File: config.mk
export PLATFORM = sky130hd
export DESIGN_NAME = gpio_ctrl
export DESIGN_NICKNAME = d
export VERILOG_FILES = /design/src/rtl/gpio_pkg.sv /design/src/rtl/gpio_sync.sv /design/src/rtl/gpio_ctrl.sv
export SDC_FILE = /design/constraint.sdc
export NUM_CORES = 1
export LEC_CHECK = 0
export BUFFER_PORTS_ARGS = -buffer_cell sky130_fd_sc_hd__buf_2
export CAP_MARGIN = 20
export CORE_MARGIN = 1
export CORE_UTILIZATION = 50
export DETAILED_ROUTE_END_ITERATION = 7
export PLACE_DENSITY = 0.73
export SETUP_SLACK_MARGIN = 0.15
export SLEW_MARGIN = 20
export SYNTH_ARGS = -nofsm -noshare
export SYNTH_HDL_FRONTEND = slang
export SYNTH_SLANG_ARGS = --single-unit
File: constraint.sdc
create_clock -name CLK -period 3.7 [get_ports CLK]
set_input_delay 0.555 -clock CLK [delete_from_list [all_inputs] [get_ports CLK]]
set_output_delay 0.555 -clock CLK [all_outputs]
set_load 0.02 [all_outputs]
File: src/rtl/gpio_pkg.sv
// gpio_pkg: register map offsets, reset value and address decode shared by the GPIO controller.
package gpio_pkg;

    localparam logic [31:0] OFS_DOUT = 32'd0;
    localparam logic [31:0] OFS_DIR  = 32'd4;
    localparam logic [31:0] OFS_DIN  = 32'd8;
    localparam logic [31:0] OFS_IEN  = 32'd12;
    localparam logic [31:0] OFS_IST  = 32'd16;
    localparam logic [31:0] RST_VAL  = 32'h0000_0000;

    typedef enum logic [2:0] {
        SEL_NONE,
        SEL_DOUT,
        SEL_DIR,
        SEL_DIN,
        SEL_IEN,
        SEL_IST
    } reg_sel_e;

    // Exact 32-bit match; anything else is unmapped.
    function automatic reg_sel_e decode_addr(input logic [31:0] addr, input logic [31:0] base);
        return (addr == base + OFS_DOUT) ? SEL_DOUT :
               (addr == base + OFS_DIR)  ? SEL_DIR  :
               (addr == base + OFS_DIN)  ? SEL_DIN  :
               (addr == base + OFS_IEN)  ? SEL_IEN  :
               (addr == base + OFS_IST)  ? SEL_IST  : SEL_NONE;
    endfunction

endpackage

File: src/rtl/gpio_sync.sv
// gpio_sync: multi-stage pad input synchroniser plus a previous-value flop for rising-edge detection.
module gpio_sync
    import gpio_pkg::*;
#(
    parameter int WIDTH       = 32,
    parameter int SYNC_STAGES = 2
) (
    input  logic             clk,
    input  logic             rst_n,
    input  logic [WIDTH-1:0] gpio_in,
    output logic [WIDTH-1:0] data_in,
    output logic [WIDTH-1:0] rise
);

    localparam logic [WIDTH-1:0] RST_W = RST_VAL[WIDTH-1:0];

    logic [WIDTH-1:0] sync_q [SYNC_STAGES];
    logic [WIDTH-1:0] sync_d [SYNC_STAGES];
    logic [WIDTH-1:0] prev_q;
    logic [WIDTH-1:0] prev_d;

    always_comb begin
        sync_d[0] = gpio_in;
        for (int i = 1; i < SYNC_STAGES; i++) sync_d[i] = sync_q[i-1];
        prev_d = sync_q[SYNC_STAGES-1];
    end

    always_ff @(posedge clk or negedge rst_n) begin
        if (!rst_n) begin
            sync_q <= '{default: RST_W};
            prev_q <= RST_W;
        end else begin
            sync_q <= sync_d;
            prev_q <= prev_d;
        end
    end

    assign data_in = sync_q[SYNC_STAGES-1];
    assign rise    = data_in & ~prev_q;

endmodule

File: src/rtl/gpio_ctrl.sv
// gpio_ctrl: memory-mapped GPIO with output data, direction, synchronised input,
// and a rising-edge interrupt with write-1-to-clear status.
module gpio_ctrl
    import gpio_pkg::*;
#(
    parameter int          WIDTH       = 32,
    parameter logic [31:0] BASE_ADDR   = 32'h0000_abcd,
    parameter int          SYNC_STAGES = 2
) (
    input  logic             CLK,
    input  logic             RST_N,
    input  logic [31:0]      a,
    input  logic [31:0]      d,
    input  logic             we,
    input  logic             re,
    output logic [31:0]      rdata,
    input  logic [WIDTH-1:0] gpio_in,
    output logic [WIDTH-1:0] gpio_out,
    output logic [WIDTH-1:0] gpio_oe,
    output logic             irq
);

    localparam logic [WIDTH-1:0] RST_W = RST_VAL[WIDTH-1:0];

    reg_sel_e         sel;
    logic [WIDTH-1:0] din;
    logic [WIDTH-1:0] rise;
    logic [WIDTH-1:0] w1c;
    logic [WIDTH-1:0] rd_val;
    logic [WIDTH-1:0] dout_q, dout_d;
    logic [WIDTH-1:0] dir_q, dir_d;
    logic [WIDTH-1:0] ien_q, ien_d;
    logic [WIDTH-1:0] ist_q, ist_d;
    logic [31:0]      rdata_q, rdata_d;

    gpio_sync #(
        .WIDTH       (WIDTH),
        .SYNC_STAGES (SYNC_STAGES)
    ) u_sync (
        .clk     (CLK),
        .rst_n   (RST_N),
        .gpio_in (gpio_in),
        .data_in (din),
        .rise    (rise)
    );

    always_comb begin
        sel     = decode_addr(a, BASE_ADDR);
        dout_d  = (we && sel == SEL_DOUT) ? d[WIDTH-1:0] : dout_q;
        dir_d   = (we && sel == SEL_DIR)  ? d[WIDTH-1:0] : dir_q;
        ien_d   = (we && sel == SEL_IEN)  ? d[WIDTH-1:0] : ien_q;
        w1c     = (we && sel == SEL_IST)  ? d[WIDTH-1:0] : '0;
        // A rise in the same cycle as its clear must not be lost.
        ist_d   = (ist_q & ~w1c) | rise;
        rd_val  = (sel == SEL_DOUT) ? dout_q :
                  (sel == SEL_DIR)  ? dir_q  :
                  (sel == SEL_DIN)  ? din    :
                  (sel == SEL_IEN)  ? ien_q  :
                  (sel == SEL_IST)  ? ist_q  : '0;
        rdata_d = re ? 32'(rd_val) : rdata_q;
    end

    always_ff @(posedge CLK or negedge RST_N) begin
        if (!RST_N) begin
            dout_q  <= RST_W;
            dir_q   <= RST_W;
            ien_q   <= RST_W;
            ist_q   <= RST_W;
            rdata_q <= RST_VAL;
        end else begin
            dout_q  <= dout_d;
            dir_q   <= dir_d;
            ien_q   <= ien_d;
            ist_q   <= ist_d;
            rdata_q <= rdata_d;
        end
    end

    assign rdata    = rdata_q;
    assign gpio_out = dout_q;
    assign gpio_oe  = dir_q;
    assign irq      = |(ist_q & ien_q);

endmodule

==> impl_metrics.csv, run 1 <==
group,metric,value,unit
run_status,status,"finished, final reports clean",
setup_path,crit_type,"reg2out",
synthesis,synth_edf_count,0,
route,totalWireLength,23.7,mm
place,io_buffers,196,
synthesis,synth-seq-area-share,64.4,%
power,clkPwrFrac,45.1,%
power,netSwitchingFraction,21.9,%
synthesis,syn_area_per_cell,15.1,um^2
power,max-vdd-ir-drop,0.366,mV
clocking,path_clk_slew,0.06,ns
layout,final_core_util,62.0,%
route,vias,6474,
power,p_leak,5.93,nW
timing,slew_headroom,46.8,%
synthesis,syn-num-nets,759,
synthesis,synth_cells,659,
floorplanning,core.rowCount,51,
clocking,hold_buffers,0,
power,p_per_area,472,nW/um^2
route,via_per_inst,5.65,
route,wl_per_cell,20.7,um
setup_path,start_kind,"flop",
setup_path,required,3.14,ns
layout,drive_gt1_share,38.9,%
timing,hold_viol,0,
route,drt_iter0_markers,503,
floorplanning,ios,197,
timing,worst_pin_slew,0.798,ns
floorplanning,die_y,143,um
power,internal-power,0.00445,W
timing,fmaxAchievable,365,MHz
clocking,htree_levels,1,
power,combPwrFrac,4.4,%
power,p_switching,0.00125,W
clocking,postCtsSetupRepairBufs,0,
setup_path,r2r_cells,3,
flow_run,drv_cap,0,
timing,finalSetupViolations,0,
floorplanning,die_area,20500,um^2
timing,fin_setup_tns,0,ns
place,gp_congestion,0.809,
synthesis,synthFlopType,"dfrtp_1",
floorplanning,placeableCoreArea,19500,um^2
synthesis,yosys_warnings,0,
clocking,cts_tree,"built",
timing,fin_skew,0.0111,ns
synthesis,synth_seq_cells,256,
clocking,worstSkewPairLatency,0.53,ns
synthesis,syn_area,9950,um^2
setup_path,arrival,2.19,ns
setup_path,cp-end-kind,"output port",
grt,grt_pass1_wl,36.8,mm
layout,nets,961,
route,drt_first_pass_iters,5,
grt,grt_max_degree,108,
place,dpl.hpwl,15.9,mm
layout,area_delta_synth_final,21.4,%
clocking,cts_resized,0,
hold_path,hold_path.class,"in2async",
grt,grt_usage,23.9,%
clocking,cts_made_buffers,27,
timing,hold_slack,0.102,ns
clocking,root_buffer,"clkbuf_16",
grt,overflow,0,
floorplanning,start_util,51.1,%
route,drcViolationCount,0,
setup_path,cp_max_fo,3,
timing,layout_min_cycle_time,2.74,ns
layout,diodes,0,
timing,fin_crit_sh,74.1,%
clocking,clockBufferDepth,3,
synthesis,synth.distinct_cells,31,
power,pwr-share-seq,50.5,%
timing,drv_slew,0,
clocking,clock_sinks,256,
route,antenna_left,0,
floorplanning,die_w,143,um
timing,grt_setup_unrepaired,"false",
grt,antenna_found_initial,0,
synthesis,async_flop_share,100,%
grt,grt_pass1_vias,6596,
## cell type report
| cell class | count | area (um^2) |
|---|---|---|
| clock buffer | 41 | 808 |
| clock inverter | 7 | 45.0 |
| fill | 1472 | 7390 |
| inverter | 34 | 128 |
| multi-input combinational | 327 | 3200 |
| sequential | 256 | 6410 |
| tap | 265 | 332 |
| timing repair buffer | 215 | 1160 |
## layout by cell type (no fill, tap or decap), types with 2 or more instances in the layout
cell and n:
o2bb2ai_1 32, mux4_2 32, nand4_1 4, dfrtp_1 256
mux2_1 52, buf_4 17, nand2_1 33, mux2_2 44
buf_12 2, clkinv_2 4, o31ai_1 32, inv_1 34
clkbuf_16 27, a22oi_1 48, clkbuf_8 8, buf_2 195
nor4b_2 2, nand4_2 2, clkbuf_1 6, nor4_4 2
o21ai_0 32
## synth_stat cells (all sizes together), types with 2 or more instances
cell | n | area share [%]
nand4 | 6 | 0.50
mux2 | 96 | 11
dfrtp | 256 | 64
buf | 21 | 1.5
nand2 | 33 | 1.2
mux4 | 32 | 7.2
inv | 34 | 1.3
nor4b | 3 | 0.39
o31ai | 32 | 2.4
nor3 | 2 | 0.15
o21ai | 32 | 1.6
a22oi | 48 | 3.6
o2bb2ai | 32 | 2.8
clkbuf | 21 | 0.79
nor4 | 3 | 0.55
## layer usage
metal	GRT usage (%)	vias to the layer above	routed length (um)
met1	33.8	3324	10300
met2	38.1	261	11200
met4	6.96	0	564
met3	3.99	46	1580
li1	-	2843	-
met5	0	-	0
## cells by family after synthesis
kind of cell	Yosys count	share of synthesized area [%]
multiplexers	128	18.1
flip-flops	256	64.4
buffers and inverters	76	3.56
AO/OA/AOI/OAI	144	10.5
AND/OR/NAND/NOR	55	3.47
## critical path, stage by stage (launching register included)
cell and delay, ns:
dfrtp_1 0.42, a22oi_1 0.33, nand4_1 0.20, or4_1 0.51
buf_2 0.20
## through the flow
| step | setup WS (ns) | std cells | power, W | area [um^2] |
|---|---|---|---|---|
| finish | 0.960 | 1145 | 0.00570 | 12100 |
| global route | 0.918 | 1145 | 0.00588 | 12100 |
| detailed placement | 0.973 | 1097 | 0.00318 | 11200 |
| global placement | 1.05 | 1097 | 0.00318 | 11200 |
| floorplan | 1.46 | 659 | 0.00301 | 9950 |
| CTS | 0.981 | 1145 | 0.00574 | 12100 |
## sequential cells by signal (all words and copies together), names as in the netlist
register	flops
gpio_out	32
ien_q	32
u_sync.sync_d	32
u_sync.data_in	32
u_sync.prev_q	32
ist_q	32
gpio_oe	32
rdata	32
## power groups by stage
stage	logic, W	clock network [W]	registers (W)
global placement	0.000251	0	0.00293
floorplan	0.0000964	0	0.00292
finish	0.000249	0.00257	0.00288
detailed placement	0.000253	0	0.00293
CTS	0.000254	0.00261	0.00288
global route	0.000278	0.00272	0.00288
## worst paths after layout
check | from | to | slack [ns]
hold reg to reg | u_sync.sync_d[6] | u_sync.data_in[6] | 0.34
min in group CLK | gpio_in[4] | u_sync.sync_d[4] | 0.12
setup reg to reg | ist_q[6] | rdata[6] | 2.41
setup / recovery | ist_q[25] | irq | 0.96
max in group asynchronous | RST_N | u_sync.sync_d[6] | 2.70
hold / removal | RST_N | u_sync.sync_d[3] | 0.10
Power figures use the tool's default switching activity.
==> inputs of run 2 (changes only) <==
clock period = 2.8 ns   (was 3.7 ns; I/O delays follow)
==> impl_metrics.csv, run 2 (same netlist as run 1, synthesis figures left out) <==
group,metric,value,unit
run_status,status,"finished, final reports clean",
setup_path,timing.rr.start,"gpio_oe[19]",
clocking,htree_levels,1,
floorplanning,start_util,51.1,%
grt,grt_pass1_wl,38.7,mm
route,drt_first_pass_iters,5,
clocking,clock_sinks,256,
timing,worst_pin_slew,0.681,ns
setup_path,reg2reg_to,"rdata[19]",
clocking,cts_made_buffers,27,
floorplanning,core.rowCount,51,
timing,fmaxAchievable,400,MHz
timing,fin_skew,0.00894,ns
power,p_leak,6.10,nW
setup_path,required,2.38,ns
flow_run,drv_cap,0,
timing,layout_min_cycle_time,2.50,ns
route,via_per_inst,5.68,
grt,grt_pass1_vias,6792,
clocking,hold_buffers,24,
power,max-vdd-ir-drop,0.521,mV
setup_path,cp-end-kind,"output port",
clocking,cts_resized,0,
clocking,path_clk_slew,0.06,ns
clocking,clockBufferDepth,3,
power,p_per_area,628,nW/um^2
setup_path,start_kind,"flop",
setup_path,arrival,2.08,ns
layout,drive_gt1_share,38.1,%
hold_path,min-delay-start,"gpio_in[19]",
grt,overflow,0,
layout,final_common_cell,"dfrtp_1",
route,antenna_left,0,
floorplanning,die_area,20500,um^2
floorplanning,ios,197,
setup_path,r2r_cells,3,
timing,hold_viol,0,
route,drcViolationCount,0,
timing,grt_setup_unrepaired,"false",
floorplanning,placeableCoreArea,19500,um^2
layout,final_core_util,64.1,%
layout,nets,990,
clocking,root_buffer,"clkbuf_16",
clocking,postCtsSetupRepairBufs,0,
timing,finalSetupViolations,0,
hold_path,hold_path_end,"u_sync.sync_d[19]",
timing,slew_headroom,54.6,%
place,gp_congestion,0.810,
floorplanning,die_w,143,um
clocking,cts_tree,"built",
hold_path,hold_path.class,"in2reg",
setup_path,regToRegSetupSlack,1.47,ns
floorplanning,die_y,143,um
route,totalWireLength,24.7,mm
timing,drv_slew,0,
grt,grt_max_degree,90,
grt,antenna_found_initial,0,
hold_path,hold_depth,1,
route,wl_per_cell,21.0,um
setup_path,crit_type,"reg2out",
layout,mostFrequentLayoutCells,"dfrtp_1, buf_2, mux2_1",
timing,fin_crit_sh,89.3,%
grt,grt_usage,25.2,%
layout,diodes,0,
timing,fin_setup_tns,0,ns
clocking,worstSkewPairLatency,0.52,ns
setup_path,cp_max_fo,3,
route,drt_iter0_markers,345,
route,vias,6655,
layout,area_delta_synth_final,25.3,%
place,io_buffers,196,
place,dpl.hpwl,16.2,mm
## run 2: cell count changes in the layout (fill, tap and decap cells not counted), sizes merged
cell / previous run / this run
buf: 215 / 218
inv: 35 / 34
clkinv: 5 / 4
clkbuf: 41 / 38
bufinv: 0 / 3
dlygate4sd3: 0 / 26
## run 2: worst max path at each step
stage                   start     endpoint  slack, ns  depth (start not counted)
CTS                 ist_q[17]          irq       0.29                          4
detailed placement      a[10]  gpio_oe[11]       0.27                          6
global route        ist_q[17]          irq       0.22                          4
finish              ist_q[17]          irq       0.30                          4
global placement        a[14]   gpio_oe[0]       0.35                          6
floorplan               a[10]    ien_q[21]       0.70                          5
## run 2: per-layer routing
metal,share of wire [%],wire (um),global-route usage (%),up-vias
li1,-,-,-,2913
met5,0,0,0,-
met2,48,11900,40.9,267
met4,2.2,552,7.30,0
met3,6.0,1480,3.86,41
met1,43,10700,35.2,3434
## run 2: power breakdown
part           switching [W]  internal [W]  total [W]
registers          0.0000328       0.00377    0.00380
clock network        0.00140       0.00225    0.00365
logic               0.000213      0.000158   0.000371
total                0.00165       0.00618    0.00782
## run 2: worst max-delay path: stages (launching register included)
cell and delay, ns:
dfrtp_1 0.41, a22oi_1 0.30, nand4_1 0.11, or4_1 0.54, buf_2 0.19
## run 2: through the flow
stage / worst slack, ns / power, W / std cells / area [um^2] / hold WS (ns)
after global routing: 0.223 / 0.00807 / 1172 / 12500 / 0.00735
after floorplan: 0.698 / 0.00398 / 659 / 9950 / 0.124
after global placement: 0.351 / 0.00421 / 1100 / 11300 / 0.333
final: 0.301 / 0.00782 / 1172 / 12500 / 0.0184
after detailed placement: 0.271 / 0.00422 / 1100 / 11300 / 0.335
after CTS: 0.286 / 0.00789 / 1170 / 12400 / 0.000708
## run 2: layout make-up
class,count,area [um^2]
inverters,34,128
well taps,265,332
flip-flops and latches,256,6410
clock inverters,8,129
clock buffers,38,797
repair buffers,244,1480
fillers,1450,7000
multi-input cells,327,3200
==> inputs of run 3 (changes only) <==
CORE_UTILIZATION = 29   (was 50)
PLACE_DENSITY = 0.5   (was 0.73)
==> impl_metrics.csv, run 3 (same netlist as run 1, synthesis figures left out) <==
group,metric,value,unit
power,p_per_area,626,nW/um^2
clocking,htree_levels,1,
timing,fin_skew,0.0123,ns
power,pwr-share-seq,47.2,%
timing,grt_setup_unrepaired,"false",
timing,fmaxAchievable,395,MHz
grt,grt_pass1_vias,6885,
clocking,postCtsSetupRepairBufs,0,
grt,overflow,0,
floorplanning,core.rowCount,67,
flow_run,drv_cap,0,
grt,antenna_found_initial,1,
clocking,clockBufferDepth,3,
place,dpl.hpwl,19.1,mm
power,clkPwrFrac,48.0,%
place,place_area,11600,um^2
run_status,status,"finished, final reports clean",
floorplanning,placeableCoreArea,33600,um^2
timing,layout_min_cycle_time,2.53,ns
hold_path,hold_depth,2,
clocking,worstSkewPairLatency,0.56,ns
layout,area_delta_synth_final,29.3,%
route,drt_first_pass_iters,4,
route,drt_iter0_markers,303,
clocking,cts_made_buffers,28,
setup_path,arrival,2.11,ns
route,via_per_inst,4.78,
power,max-vdd-ir-drop,0.500,mV
route,drcViolationCount,0,
setup_path,crit_type,"reg2out",
route,wl_per_cell,20.5,um
place,io_buffers,196,
setup_path,timing.rr.start,"ist_q[10]",
place,gp_congestion,0.739,
clocking,cts_tree,"built",
setup_path,cp_max_fo,3,
timing,finalSetupViolations,0,
floorplanning,die_y,187,um
power,p_switching,0.00179,W
grt,grt_max_degree,93,
timing,hold_viol,0,
layout,nets,1001,
clocking,root_buffer,"clkbuf_16",
timing,fin_crit_sh,90.4,%
hold_path,hold_path.class,"in2reg",
hold_path,min-delay-start,"d[5]",
layout,diodes,0,
floorplanning,die_area,35000,um^2
route,totalWireLength,28.1,mm
route,vias,6549,
power,combPwrFrac,4.9,%
power,internal-power,0.00626,W
floorplanning,start_util,29.6,%
floorplanning,ios,197,
setup_path,regToRegSetupSlack,1.47,ns
floorplanning,die_w,187,um
route,antenna_left,0,
setup_path,start_kind,"flop",
clocking,clock_sinks,256,
layout,design_area,12900,um^2
setup_path,required,2.38,ns
grt,grt_usage,16.3,%
setup_path,r2r_cells,3,
grt,grt_pass1_wl,43.8,mm
power,p_leak,6.17,nW
layout,drive_gt1_share,38.7,%
timing,worst_pin_slew,0.526,ns
setup_path,cp-end-kind,"output port",
layout,final_common_cell,"dfrtp_1",
power,netSwitchingFraction,22.3,%
layout,mostFrequentLayoutCells,"dfrtp_1, buf_2, mux2_1",
timing,fin_setup_tns,0,ns
timing,slew_headroom,64.9,%
timing,drv_slew,0,
setup_path,crit_path_start,"ien_q[15]",
clocking,path_clk_slew,0.06,ns
run 3: power groups by stage:
stage / combinational, W / sequential (W) / clock [W]
5_1_grt: 0.000436 / 0.00381 / 0.00413
3_5_place_dp: 0.000366 / 0.00387 / 0
3_3_place_gp: 0.000366 / 0.00387 / 0
6_report: 0.000391 / 0.00380 / 0.00386
2_1_floorplan: 0.000127 / 0.00386 / 0
4_1_cts: 0.000404 / 0.00380 / 0.00398
run 3: cell type report:
type                            count  area (um^2)
Tap cell                          448          561
Fill cell                        3185        20700
Clock buffer                       39          823
Inverter                           34          128
Multi-Input combinational cell    327         3230
Sequential cell                   256         6410
Clock inverter                     12          151
Timing Repair Buffer              254         1570
run 3: worst paths after layout:
kind                                      end
max                                       irq
min                                gpio_oe[5]
max reg2reg                         rdata[10]
min reg2reg                u_sync.data_in[16]
max in group asynchronous   u_sync.prev_q[18]
min in group asynchronous    u_sync.sync_d[3]
run 3: metal layers:
layer  up-vias  wire length [um]  global-route usage [%]
li1       2930                 -                       -
met1      3393             12900                    22.9
met2       187             13100                    26.0
met3        37              1540                    3.21
met4         2               554                    3.91
met5         -                13                       0
run 3: worst max-delay path: stages (launching register included):
cell and delay, ns:
dfrtp_1 0.41, a22oi_1 0.32, nand4_1 0.14, or4_1 0.51
buf_2 0.19
run 3: metrics by stage:
| stage | hold WS [ns] | total power, W | cells | setup slack (ns) | utilization, % |
|---|---|---|---|---|---|
| final | 0.145 | 0.00806 | 1370 | 0.269 | 38.3 |
| after floorplan | 0.124 | 0.00398 | 659 | 0.698 | - |
| after global placement | 0.334 | 0.00423 | 1286 | 0.320 | 34.4 |
| after detailed placement | 0.335 | 0.00424 | 1286 | 0.239 | 34.4 |
| after CTS | 0.111 | 0.00819 | 1370 | 0.177 | 38.3 |
| after global routing | 0.135 | 0.00837 | 1370 | 0.185 | 38.3 |
run 3: timing repair:
action                                  CTS  global route
gates cloned                              0             0
gates resized for setup                   1             1
endpoints found under the setup margin    1             1
hold endpoints to repair                 72             0
hold buffers                             33             0
